[config.mk]
export PLATFORM = sky130hd
export DESIGN_NAME = accel_matrix_loader
export DESIGN_NICKNAME = d
export VERILOG_FILES = /design/src/rtl/accel_matrix_loader.sv
export SDC_FILE = /design/constraint.sdc
export NUM_CORES = 1
export LEC_CHECK = 0
export BUFFER_PORTS_ARGS = -buffer_cell sky130_fd_sc_hd__buf_4
export CORE_MARGIN = 2
export CORE_UTILIZATION = 30
export CTS_BUF_LIST = sky130_fd_sc_hd__clkbuf_16
export DETAILED_ROUTE_END_ITERATION = 8
export SETUP_SLACK_MARGIN = 0.05
export SKIP_CTS_REPAIR_TIMING = 1
export SYNTH_ARGS = -nofsm -noshare
export SYNTH_HDL_FRONTEND = slang
export SYNTH_SLANG_ARGS = --single-unit
[constraint.sdc]
create_clock -name wishbone_clk_i -period 5.9 [get_ports wishbone_clk_i]
set_input_delay 0.295 -clock wishbone_clk_i [delete_from_list [all_inputs] [get_ports wishbone_clk_i]]
set_output_delay 0.295 -clock wishbone_clk_i [all_outputs]
set_load 0.01 [all_outputs]
[src/rtl/accel_matrix_loader.sv]
// Matrix loader: streams matrices A and B into an accelerator slave over a
// Wishbone master port, framed by operation-register writes and a kick read.
module accel_matrix_loader #(
  parameter int MAX_DIM     = 15,
  parameter int ACK_TIMEOUT = 255
) (
  input  logic        wishbone_clk_i,
  input  logic        wishbone_rst_i,
  input  logic        cmd_start,
  input  logic [14:0] cmd_rows_a,
  input  logic [14:0] cmd_cols_a,
  input  logic [14:0] cmd_rows_b,
  input  logic [14:0] cmd_cols_b,
  input  logic        s_valid,
  input  logic [31:0] s_data,
  output logic        s_ready,
  output logic [31:0] wishbone_addr_o,
  output logic [31:0] wishbone_data_o,
  output logic        wishbone_we_o,
  output logic        wishbone_stb_o,
  input  logic        wishbone_ack_i,
  output logic        busy,
  output logic        done,
  output logic        err,
  output logic [1:0]  err_code
);

  localparam int TO_W = (ACK_TIMEOUT > 1) ? $clog2(ACK_TIMEOUT + 1) : 1;
  localparam logic [TO_W-1:0] TO_LAST = TO_W'(ACK_TIMEOUT - 1);
  localparam logic [14:0] LMAX = 15'(MAX_DIM);

  typedef enum logic [2:0] {
    IDLE, WR_OP, LOAD_A, LOAD_B, GO, KICK, FIN
  } state_t;

  state_t            r_state;
  logic [14:0]       r_rows_a, r_cols_a;
  logic [14:0]       r_rows_b, r_cols_b;
  logic [14:0]       r_row, r_col;
  logic [2:0]        r_idx;
  logic              r_last;
  logic [TO_W-1:0]   r_to;
  logic [31:0]       r_addr, r_data;
  logic              r_we, r_stb;
  logic              r_busy, r_done, r_err;
  logic [1:0]        r_err_code;

  logic              w_bad;
  logic              w_load;
  logic [14:0]       w_rows, w_cols;
  logic [1:0]        w_tag;
  logic [31:0]       w_op_data;
  logic              w_hs;

  assign w_bad = (cmd_rows_a == '0) || (cmd_cols_a == '0) ||
                 (cmd_rows_b == '0) || (cmd_cols_b == '0) ||
                 (cmd_rows_a > LMAX) || (cmd_cols_a > LMAX) ||
                 (cmd_rows_b > LMAX) || (cmd_cols_b > LMAX) ||
                 (cmd_cols_a != cmd_rows_b);

  assign w_load = (r_state == LOAD_A) || (r_state == LOAD_B);
  assign w_rows = (r_state == LOAD_A) ? r_rows_a : r_rows_b;
  assign w_cols = (r_state == LOAD_A) ? r_cols_a : r_cols_b;
  assign w_tag  = (r_state == LOAD_A) ? 2'b01 : 2'b10;
  assign w_hs   = w_load && !r_stb && s_valid;

  always_comb begin
    w_op_data = 32'd1;
    unique case (r_idx)
      3'd1:    w_op_data = {17'd0, r_cols_a};
      3'd2:    w_op_data = {17'd0, r_rows_a};
      3'd3:    w_op_data = {17'd0, r_cols_b};
      3'd4:    w_op_data = {17'd0, r_rows_b};
      default: w_op_data = 32'd1;
    endcase
  end

  always_ff @(posedge wishbone_clk_i or negedge wishbone_rst_i) begin
    if (!wishbone_rst_i) begin
      r_state    <= IDLE;
      r_rows_a   <= '0;
      r_cols_a   <= '0;
      r_rows_b   <= '0;
      r_cols_b   <= '0;
      r_row      <= '0;
      r_col      <= '0;
      r_idx      <= '0;
      r_last     <= 1'b0;
      r_to       <= '0;
      r_addr     <= '0;
      r_data     <= '0;
      r_we       <= 1'b0;
      r_stb      <= 1'b0;
      r_busy     <= 1'b0;
      r_done     <= 1'b0;
      r_err      <= 1'b0;
      r_err_code <= 2'd0;
    end else begin
      r_done <= 1'b0;
      r_err  <= 1'b0;
      // A write still waiting for its ack: age it, abort on expiry.
      if (r_stb && r_we && !wishbone_ack_i) begin
        if (r_to == TO_LAST) begin
          r_stb      <= 1'b0;
          r_we       <= 1'b0;
          r_err      <= 1'b1;
          r_err_code <= 2'd2;
          r_busy     <= 1'b0;
          r_state    <= IDLE;
        end else begin
          r_to <= r_to + 1'b1;
        end
      end else begin
        unique case (r_state)
          IDLE: begin
            if (cmd_start) begin
              if (w_bad) begin
                r_err      <= 1'b1;
                r_err_code <= 2'd1;
              end else begin
                r_rows_a <= cmd_rows_a;
                r_cols_a <= cmd_cols_a;
                r_rows_b <= cmd_rows_b;
                r_cols_b <= cmd_cols_b;
                r_idx    <= '0;
                r_busy   <= 1'b1;
                r_state  <= WR_OP;
              end
            end
          end
          WR_OP: begin
            if (r_stb) begin
              r_stb <= 1'b0;
              r_we  <= 1'b0;
              if (r_idx == 3'd4) begin
                r_row   <= '0;
                r_col   <= '0;
                r_state <= LOAD_A;
              end else begin
                r_idx <= r_idx + 3'd1;
              end
            end else begin
              r_addr <= {29'd0, r_idx};
              r_data <= w_op_data;
              r_stb  <= 1'b1;
              r_we   <= 1'b1;
              r_to   <= '0;
            end
          end
          LOAD_A, LOAD_B: begin
            if (r_stb) begin
              r_stb <= 1'b0;
              r_we  <= 1'b0;
              if (r_last) begin
                r_row   <= '0;
                r_col   <= '0;
                r_state <= (r_state == LOAD_A) ? LOAD_B : GO;
              end
            end else if (w_hs) begin
              r_addr <= {w_tag, r_row, r_col};
              r_data <= s_data;
              r_stb  <= 1'b1;
              r_we   <= 1'b1;
              r_to   <= '0;
              r_last <= (r_row == w_rows - 15'd1) &&
                        (r_col == w_cols - 15'd1);
              if (r_col == w_cols - 15'd1) begin
                r_col <= '0;
                r_row <= r_row + 15'd1;
              end else begin
                r_col <= r_col + 15'd1;
              end
            end
          end
          GO: begin
            if (r_stb) begin
              r_stb   <= 1'b0;
              r_we    <= 1'b0;
              r_state <= KICK;
            end else begin
              r_addr <= 32'd5;
              r_data <= 32'hFFFF_FFFF;
              r_stb  <= 1'b1;
              r_we   <= 1'b1;
              r_to   <= '0;
            end
          end
          KICK: begin
            // One-cycle read strobe; the slave does not ack it.
            if (r_stb) begin
              r_stb   <= 1'b0;
              r_state <= FIN;
            end else begin
              r_addr <= '0;
              r_we   <= 1'b0;
              r_stb  <= 1'b1;
            end
          end
          FIN: begin
            r_done  <= 1'b1;
            r_busy  <= 1'b0;
            r_state <= IDLE;
          end
          default: r_state <= IDLE;
        endcase
      end
    end
  end

  assign s_ready         = w_load && !r_stb;
  assign wishbone_addr_o = r_addr;
  assign wishbone_data_o = r_data;
  assign wishbone_we_o   = r_we;
  assign wishbone_stb_o  = r_stb;
  assign busy            = r_busy;
  assign done            = r_done;
  assign err             = r_err;
  assign err_code        = r_err_code;

endmodule

==> metrics.txt, run 1 <==
Final Util 37.2%; final worst slack 1.37 ns; Worst Setup End Kind flop; largest net degree at the start of global routing 66; post-synth top area share 44.2%; fraction of layout cells with a size suffix above 1 19.5%; library cells used by synthesis 65; Post-synth EDFFs 0; DR iter-0 viols 599; most common cell after layout, fill and taps aside buf_4; YS warnings 0; post-synthesis sequential area ratio 44.2%; VDD IR max 0.165 mV; Die Ht 186 µm; final worst-path cycle share 76.9%; normalized max-slew margin 25.5%; routed wl met2 13.5 mm; syn_area_per_cell 8.95 µm²; diode count 0; Clock H-tree levels 4; first-pass GRT wire length 48.6 mm; Final ANT Viol Nets 0; Post-Syn Nets 1,221; max-capacitance violation count 0; Die Wd 186 µm; DRT met1 WL 14.1 mm; Area Growth Syn to Fin 21.8%; Area contributors post-synth dfrtp_1 44%, nand2_1 6.1%, o21ai_0 5.1%; met3 wire length 1.88 mm; RSZ-0062 raised after global routing no; final setup fails 0; Synth Flop Type dfrtp_1; gpl congestion 0.923; largest area contributor in the netlist dfrtp_1; Buffers on Ports 168; clock skew 0.0130 ns; nets@finish 1,343; slew of the pin with the lowest slew margin 1.12 ns; die area 34,700 µm²; Arr. time, crit path 4.84 ns; final wirelength 30.2 mm; Clock transition at path regs 0.08 ns; Post-Synthesis Cells 1,113; CTS tree built; Sum Neg Setup Slack 0 ns; clk buf depth 2; GR Overflow Total 0; DRC errors left 0; CP Data Required Time 6.21 ns; initial antenna violation count 0; Startpoint Class flop; Ports 169; Row Count 66; Max FO, Critical Path 21; detailed placement HPWL 22.1 mm; Post-Place Worst Slack 1.42 ns; P_leak 5.22 nW; Initial Utilization 30.5%; status completed; WHS 0.0943 ns; TritonRoute pass-1 iters 5; Fmax achieved 221 MHz; clock root buffer clkbuf_16; crit path time final 4.53 ns; post-synthesis async set-or-reset flop share 100%; most frequent cells in the layout 177 x buf_4, 176 x dfrtp_1, 162 x nand2_1, 102 x o21ai_0, 77 x nor2_1; type of the most critical hold path input port to flop; vias in the first global route 8,652; vias 8,678; core area 32,600 µm²; wire per inst 17.8 µm; Clk Latency, worst-skew pair 0.44 ns; type of the worst setup path flop to flop; TritonCTS buffer count 17; P per Cell Area 213 nW/µm²; Vias/cell 5.13; gr usage total 17.9%; Final Hold Fails 0; final slew viol count 0; #FFs+latches synth 176; Top Metal Used met4; Post-Synthesis Cell Area 9960 µm²; clock sinks 176
## sequential cells by signal, summed over array words and instances, names as in the netlist
register,flops
r_last,1
r_to,8
err_code,2
r_cols_b,15
wishbone_we_o,1
wishbone_data_o,32
r_rows_a,15
wishbone_addr_o,32
wishbone_stb_o,1
busy,1
r_state,3
r_cols_a,15
r_row,15
done,1
r_col,15
r_rows_b,15
err,1
r_idx,3
## path summary, 6_finish.rpt
path | startpoint | to | slack (ns) | depth (start not counted)
setup / recovery | r_state[0] | r_row[0] | 1.37 | 13
max in group asynchronous | wishbone_rst_i | r_rows_a[4] | 4.30 | 3
hold reg to reg | wishbone_addr_o[19] | wishbone_addr_o[19] | 0.48 | 2
setup reg to reg | r_state[0] | r_row[0] | 1.37 | 13
hold / removal | cmd_cols_b[1] | r_cols_b[1] | 0.09 | 2
min in group asynchronous | wishbone_rst_i | wishbone_addr_o[24] | 0.38 | 2
## stage by stage
stage          area (µm²)  cells  power, mW
4_1_cts             12100   1689       2.61
6_report            12100   1690       2.58
3_5_place_dp        11500   1657       1.40
5_1_grt             12100   1690       2.68
3_3_place_gp        11500   1657       1.39
2_1_floorplan        9960   1113       1.30
## routing by layer
| metal | track usage, % | vias up |
|---|---|---|
| met5 | 0 | - |
| met4 | 5.48 | 0 |
| met3 | 3.91 | 31 |
| met2 | 27.5 | 289 |
| met1 | 25.1 | 4167 |
| li1 | - | 4191 |
## where the power goes
part / leakage (nW) / internal (mW) / switching, mW
Combinational: 2.73 / 0.0658 / 0.0645
Sequential: 2.18 / 1.22 / 0.0191
Clock: 0.307 / 0.649 / 0.564
Total: 5.22 / 1.94 / 0.648
## cell type report
class / instances / area [µm²]
Inverter: 16 / 60.1
Fill cell: 3299 / 20500
Clock inverter: 15 / 189
Sequential cell: 176 / 4400
Timing Repair Buffer: 179 / 1350
Clock buffer: 17 / 425
Tap cell: 442 / 553
Multi-Input combinational cell: 845 / 5160
## synth_stat cells, types with 12 or more instances
cell type	number
xor2_1	27
and3_1	12
mux2i_1	37
xnor2_1	47
nor2_1	77
inv_1	15
mux2_2	13
nand2_1	162
nor2b_1	50
a22oi_1	16
nand3_1	20
nor3_1	31
nand4_1	25
dfrtp_1	176
a221oi_1	16
nor4_1	24
nand2b_1	12
o21ai_0	102
clkbuf_1	54
a21oi_1	52
## worst max-delay path, stage by stage, from the launching register on
cell and delay (ns):
dfrtp_1 0.63, or3b_1 0.82, nor2_1 0.20, a21oi_1 0.06
ha_1 0.30, nor3b_1 0.18, mux2i_1 0.20, o21ai_0 0.13
a311oi_1 0.28, a2111oi_0 0.11, a211o_1 0.27, nor3_2 0.58
o21a_1 0.51, a21oi_1 0.13
## kinds of logic after synthesis
group | count (synthesis) | share of synthesized area (%)
adders and majority gates | 11 | 1.38
buffers and inverters | 92 | 4.31
AOI/OAI and AO/OA | 245 | 15.0
xor gates and xnor gates | 74 | 6.51
DFF | 176 | 44.2
and+or+nand+nor | 463 | 23.0
muxes | 52 | 5.56
Note: power is estimated with default switching activity, not from simulation.
==> run 2: changes to the inputs <==
- clock period: 5.9 -> 4.1 ns (I/O delays scaled with it)
==> run 2 against run 1 <==
  * Combinational power increased by 45%
  * Cell count is 0.53% higher
  * Design area rose by 0.99%
  * Non-clock buffer count rose by 9
  * Worst hold slack got worse by 0.089 ns
  * Routed wire length is 0.88% higher
  * Sequential share of layout area shrank 0.36 points
  * Register-to-register slack got worse by 1.0 ns
  * Setup slack worse by 1.0 ns
  * Global-route usage about the same
  * Die area stayed put
  * Utilization grew 0.37 points
  * Largest cell class unchanged
==> metrics.txt, run 2 (synthesized netlist as in run 1, its figures left out) <==
first-pass GRT wire length 48.4 mm; Startpoint Class flop; Vias/cell 5.18; slew of the pin with the lowest slew margin 1.09 ns; DR iter-0 viols 706; CTS tree built; Ports 169; Max FO, Critical Path 18; fraction of layout cells with a size suffix above 1 20.0%; final slew viol count 0; Top Metal Used met4; GR Overflow Total 0; CP Data Required Time 4.45 ns; gr usage total 17.9%; core area 32,600 µm²; Clock transition at path regs 0.08 ns; final worst-path cycle share 91.3%; DRT met1 WL 13.7 mm; final wirelength 30.4 mm; die area 34,700 µm²; P per Cell Area 300 nW/µm²; final setup fails 0; clock skew 0.0169 ns; initial antenna violation count 0; gpl congestion 0.922; nets@finish 1,352; most common cell after layout, fill and taps aside buf_4; Clk Latency, worst-skew pair 0.45 ns; Die Ht 186 µm; Filler Cells Inserted 3,274; normalized max-slew margin 27.6%; status completed; P_leak 5.28 nW; detailed placement HPWL 22.4 mm; diode count 0; Final Util 37.6%; largest net degree at the start of global routing 92; RSZ-0062 raised after global routing no; type of the worst setup path flop to flop; Die Wd 186 µm; TritonCTS buffer count 17; clock sinks 176; clock root buffer clkbuf_16; total power 3.68 mW; Row Count 66; Fmax achieved 267 MHz; clk buf depth 2; crit path time final 3.74 ns; TritonRoute pass-1 iters 5; max-capacitance violation count 0; Final ANT Viol Nets 0; Area Growth Syn to Fin 23.0%; type of the most critical hold path input port to flop; DRC errors left 0; Sum Neg Setup Slack 0 ns; vias in the first global route 8,568; Initial Utilization 30.5%; Final Hold Fails 0; routed wl met2 13.9 mm; wire per inst 17.9 µm; most frequent cells in the layout 181 x buf_4, 176 x dfrtp_1, 162 x nand2_1, 102 x o21ai_0, 77 x nor2_1; met3 wire length 2.26 mm; Arr. time, crit path 4.10 ns; Buffers on Ports 168; VDD IR max 0.235 mV; Worst Setup End Kind flop; Clock H-tree levels 4; vias 8,795
==> run 2: final timing paths <==
path	startpoint	end	slack [ns]	cells after the start
worst max-delay path	r_state[1]	r_row[13]	0.36	13
worst min-delay path	cmd_rows_a[3]	r_rows_a[3]	0.005	2
worst max register to register	r_state[1]	r_row[13]	0.36	13
worst min register to register	wishbone_addr_o[15]	wishbone_addr_o[15]	0.48	2
max in group asynchronous	wishbone_rst_i	r_cols_a[3]	2.72	3
min in group asynchronous	wishbone_rst_i	wishbone_addr_o[22]	0.37	2
==> run 2: metrics by stage <==
stage	instance area, µm²	hold WS [ns]	cells	worst slack [ns]
3_5_place_dp	11600	0.314	1664	0.349
3_3_place_gp	11600	0.315	1664	0.477
6_report	12300	0.00548	1699	0.356
4_1_cts	12200	-0.154	1696	0.359
2_1_floorplan	9960	-0.0906	1113	0.182
5_1_grt	12300	0.00526	1699	0.0623
==> run 2: layout make-up <==
type | instances | area (µm²) | share of cell area [%]
inverters | 16 | 60.1 | 0.490
multi-input cells | 845 | 5150 | 42.0
well taps | 442 | 553 | 4.51
flip-flops and latches | 176 | 4400 | 35.9
clock inverters | 15 | 204 | 1.66
repair buffers | 188 | 1460 | 11.9
clock buffers | 17 | 425 | 3.47
==> run 2: power breakdown <==
group | internal [mW] | switching (mW) | leakage, nW
clock network | 0.843 | 0.865 | 0.304
logic | 0.0958 | 0.0922 | 2.79
registers | 1.76 | 0.0270 | 2.18
total | 2.70 | 0.984 | 5.28
==> run 2: metal layers <==
metal	GRT usage, %	vias up
met5	0	-
met1	24.6	4195
li1	-	4201
met3	4.30	39
met2	28.4	360
met4	4.54	0
==> run 2: worst max-delay path: stages, from the launching register on <==
cell       delay [ns]
dfrtp_1          0.34
buf_4            0.21
nor3b_4          0.28
mux2i_1          0.16
ha_1             0.32
nor3b_1          0.18
mux2i_1          0.18
o21ai_0          0.11
a311oi_1         0.28
a2111oi_0        0.13
a211o_1          0.29
or4_4            0.61
or3_1            0.37
o31ai_1          0.20
==> run 3: changes to the inputs <==
- CORE_ASPECT_RATIO: default -> 1.5
==> run 3 against run 2 <==
  * First-iteration DRC count shrank 33%
  * Worst hold slack gained 0.0061 ns
  * Sequential cell count is the same
  * Utilization shrank 0.075 points
  * Sequential share of layout area grew 0.055 points
  * Sequential power is essentially flat
  * Routed wire length shrank 3.0%
  * Clock skew shrank 0.0033 ns
  * Critical path type unchanged
  * Critical endpoint unchanged
  * Largest power group unchanged
  * Highest routed layer unchanged
==> metrics.txt, run 3 (synthesized netlist as in run 1, its figures left out) <==
status completed; slew of the pin with the lowest slew margin 1.05 ns; internal power 2.82 mW; switch share 23.1%; final setup fails 0; final wirelength 29.5 mm; initial antenna violation count 0; normalized max-slew margin 29.9%; Die Ht 227 µm; Clock transition at path regs 0.07 ns; most frequent cells in the layout 182 x buf_4, 176 x dfrtp_1, 162 x nand2_1, 102 x o21ai_0, 77 x nor2_1; Sum Neg Setup Slack 0 ns; multi-input logic area 5150 µm²; core area 32,600 µm²; vias 8,711; max-capacitance violation count 0; clock skew 0.0136 ns; P_leak 5.29 nW; Startpoint Class flop; TritonCTS buffer count 17; DR iter-0 viols 475; Fmax achieved 272 MHz; clock root buffer clkbuf_16; die area 34,700 µm²; Arr. time, crit path 4.03 ns; Filler Cells Inserted 3,340; clk buf depth 2; RSZ-0062 raised after global routing no; TritonRoute pass-1 iters 5; detailed placement HPWL 22.3 mm; Final ANT Viol Nets 0; Sw Pwr 844 µW; Vias/cell 5.19; type of the worst setup path flop to flop; first-pass GRT wire length 48.1 mm; GR Overflow Total 0; Register Area 4400 µm²; WHS 0.0116 ns; VDD IR max 0.268 mV; Row Count 81; fraction of layout cells with a size suffix above 1 19.7%; DRC errors left 0; Buffers on Ports 168; wire per inst 17.6 µm; Seq pwr share 48.8%; Finished Cell Area 12,200 µm²; Clock power frac 45.9%; Final Hold Fails 0; Clk Latency, worst-skew pair 0.46 ns; CTS tree built; final slew viol count 0; Die Wd 153 µm; Worst Setup End Kind flop; crit path time final 3.67 ns; Comb pwr share 5.3%; diode count 0; Max FO, Critical Path 18; Area Growth Syn to Fin 22.9%; vias in the first global route 9,010; type of the most critical hold path input port to flop; gr usage total 17.4%; dpl cell area 11,600 µm²; final worst-path cycle share 89.6%; Ports 169; most common cell after layout, fill and taps aside buf_4; Initial Utilization 30.5%; nets@finish 1,358; clock sinks 176; CP Data Required Time 4.46 ns; gpl congestion 0.918; Clock H-tree levels 4; P per Cell Area 299 nW/µm²; largest net degree at the start of global routing 90
## run 3: cell count changes in the layout (fill, tap and decap cells not counted), sizes merged
| cell | before | now |
|---|---|---|
| bufinv | 0 | 3 |
| clkinv | 9 | 6 |
| clkinvlp | 0 | 2 |
| dlygate4sd3 | 3 | 9 |
| inv | 22 | 20 |
## run 3: area by class of cell
| cell class | instances | share of cell area (%) |
|---|---|---|
| timing repair buffer | 194 | 12.3 |
| clock inverter | 15 | 1.38 |
| multi-input combinational | 845 | 42.1 |
| clock buffer | 17 | 3.48 |
| tap | 415 | 4.24 |
| inverter | 16 | 0.491 |
| sequential | 176 | 36.0 |
## run 3: layer usage
layer / share of wire, % / track usage [%] / vias up
li1: - / - / 4206
met1: 41 / 20.1 / 4183
met2: 50 / 30.4 / 263
met3: 4.8 / 3.56 / 59
met4: 4.3 / 8.90 / 0
met5: 0 / 0 / -
## run 3: metrics by stage
step	worst slack [ns]	total power, mW	util [%]	std cells
finish	0.427	3.66	37.5	1678
detailed placement	0.407	2.01	35.4	1637
CTS	0.428	3.70	37.2	1669
floorplan	0.182	1.87	-	1113
global placement	0.493	2.00	35.4	1637
global route	0.173	3.79	37.5	1678
## run 3: final timing paths
check | from | endpoint | slack (ns) | cells past startpoint
max | r_state[1] | r_row[13] | 0.43 | 13
min | s_data[30] | wishbone_data_o[30] | 0.01 | 3
max reg2reg | r_state[1] | r_row[13] | 0.43 | 13
min reg2reg | wishbone_addr_o[6] | wishbone_addr_o[6] | 0.48 | 2
max in group asynchronous | wishbone_rst_i | r_state[2] | 2.81 | 3
min in group asynchronous | wishbone_rst_i | r_rows_a[11] | 0.39 | 2
## run 3: power groups by stage
stage,sequential [mW],combinational (mW),clock (mW)
after detailed placement,1.82,0.189,0
after CTS,1.79,0.190,1.73
after floorplan,1.81,0.0552,0
after global routing,1.79,0.219,1.79
final,1.79,0.193,1.68
after global placement,1.82,0.185,0
## run 3: worst max-delay path, stage by stage (launching register included)
cell       delay (ns)
dfrtp_1          0.33
buf_4            0.20
nor3b_4          0.30
mux2i_1          0.16
ha_1             0.32
nor3b_1          0.19
mux2i_1          0.18
o21ai_0          0.11
a311oi_1         0.26
a2111oi_0        0.10
a211o_1          0.28
or4_4            0.60
or3_1            0.36
o31ai_1          0.21
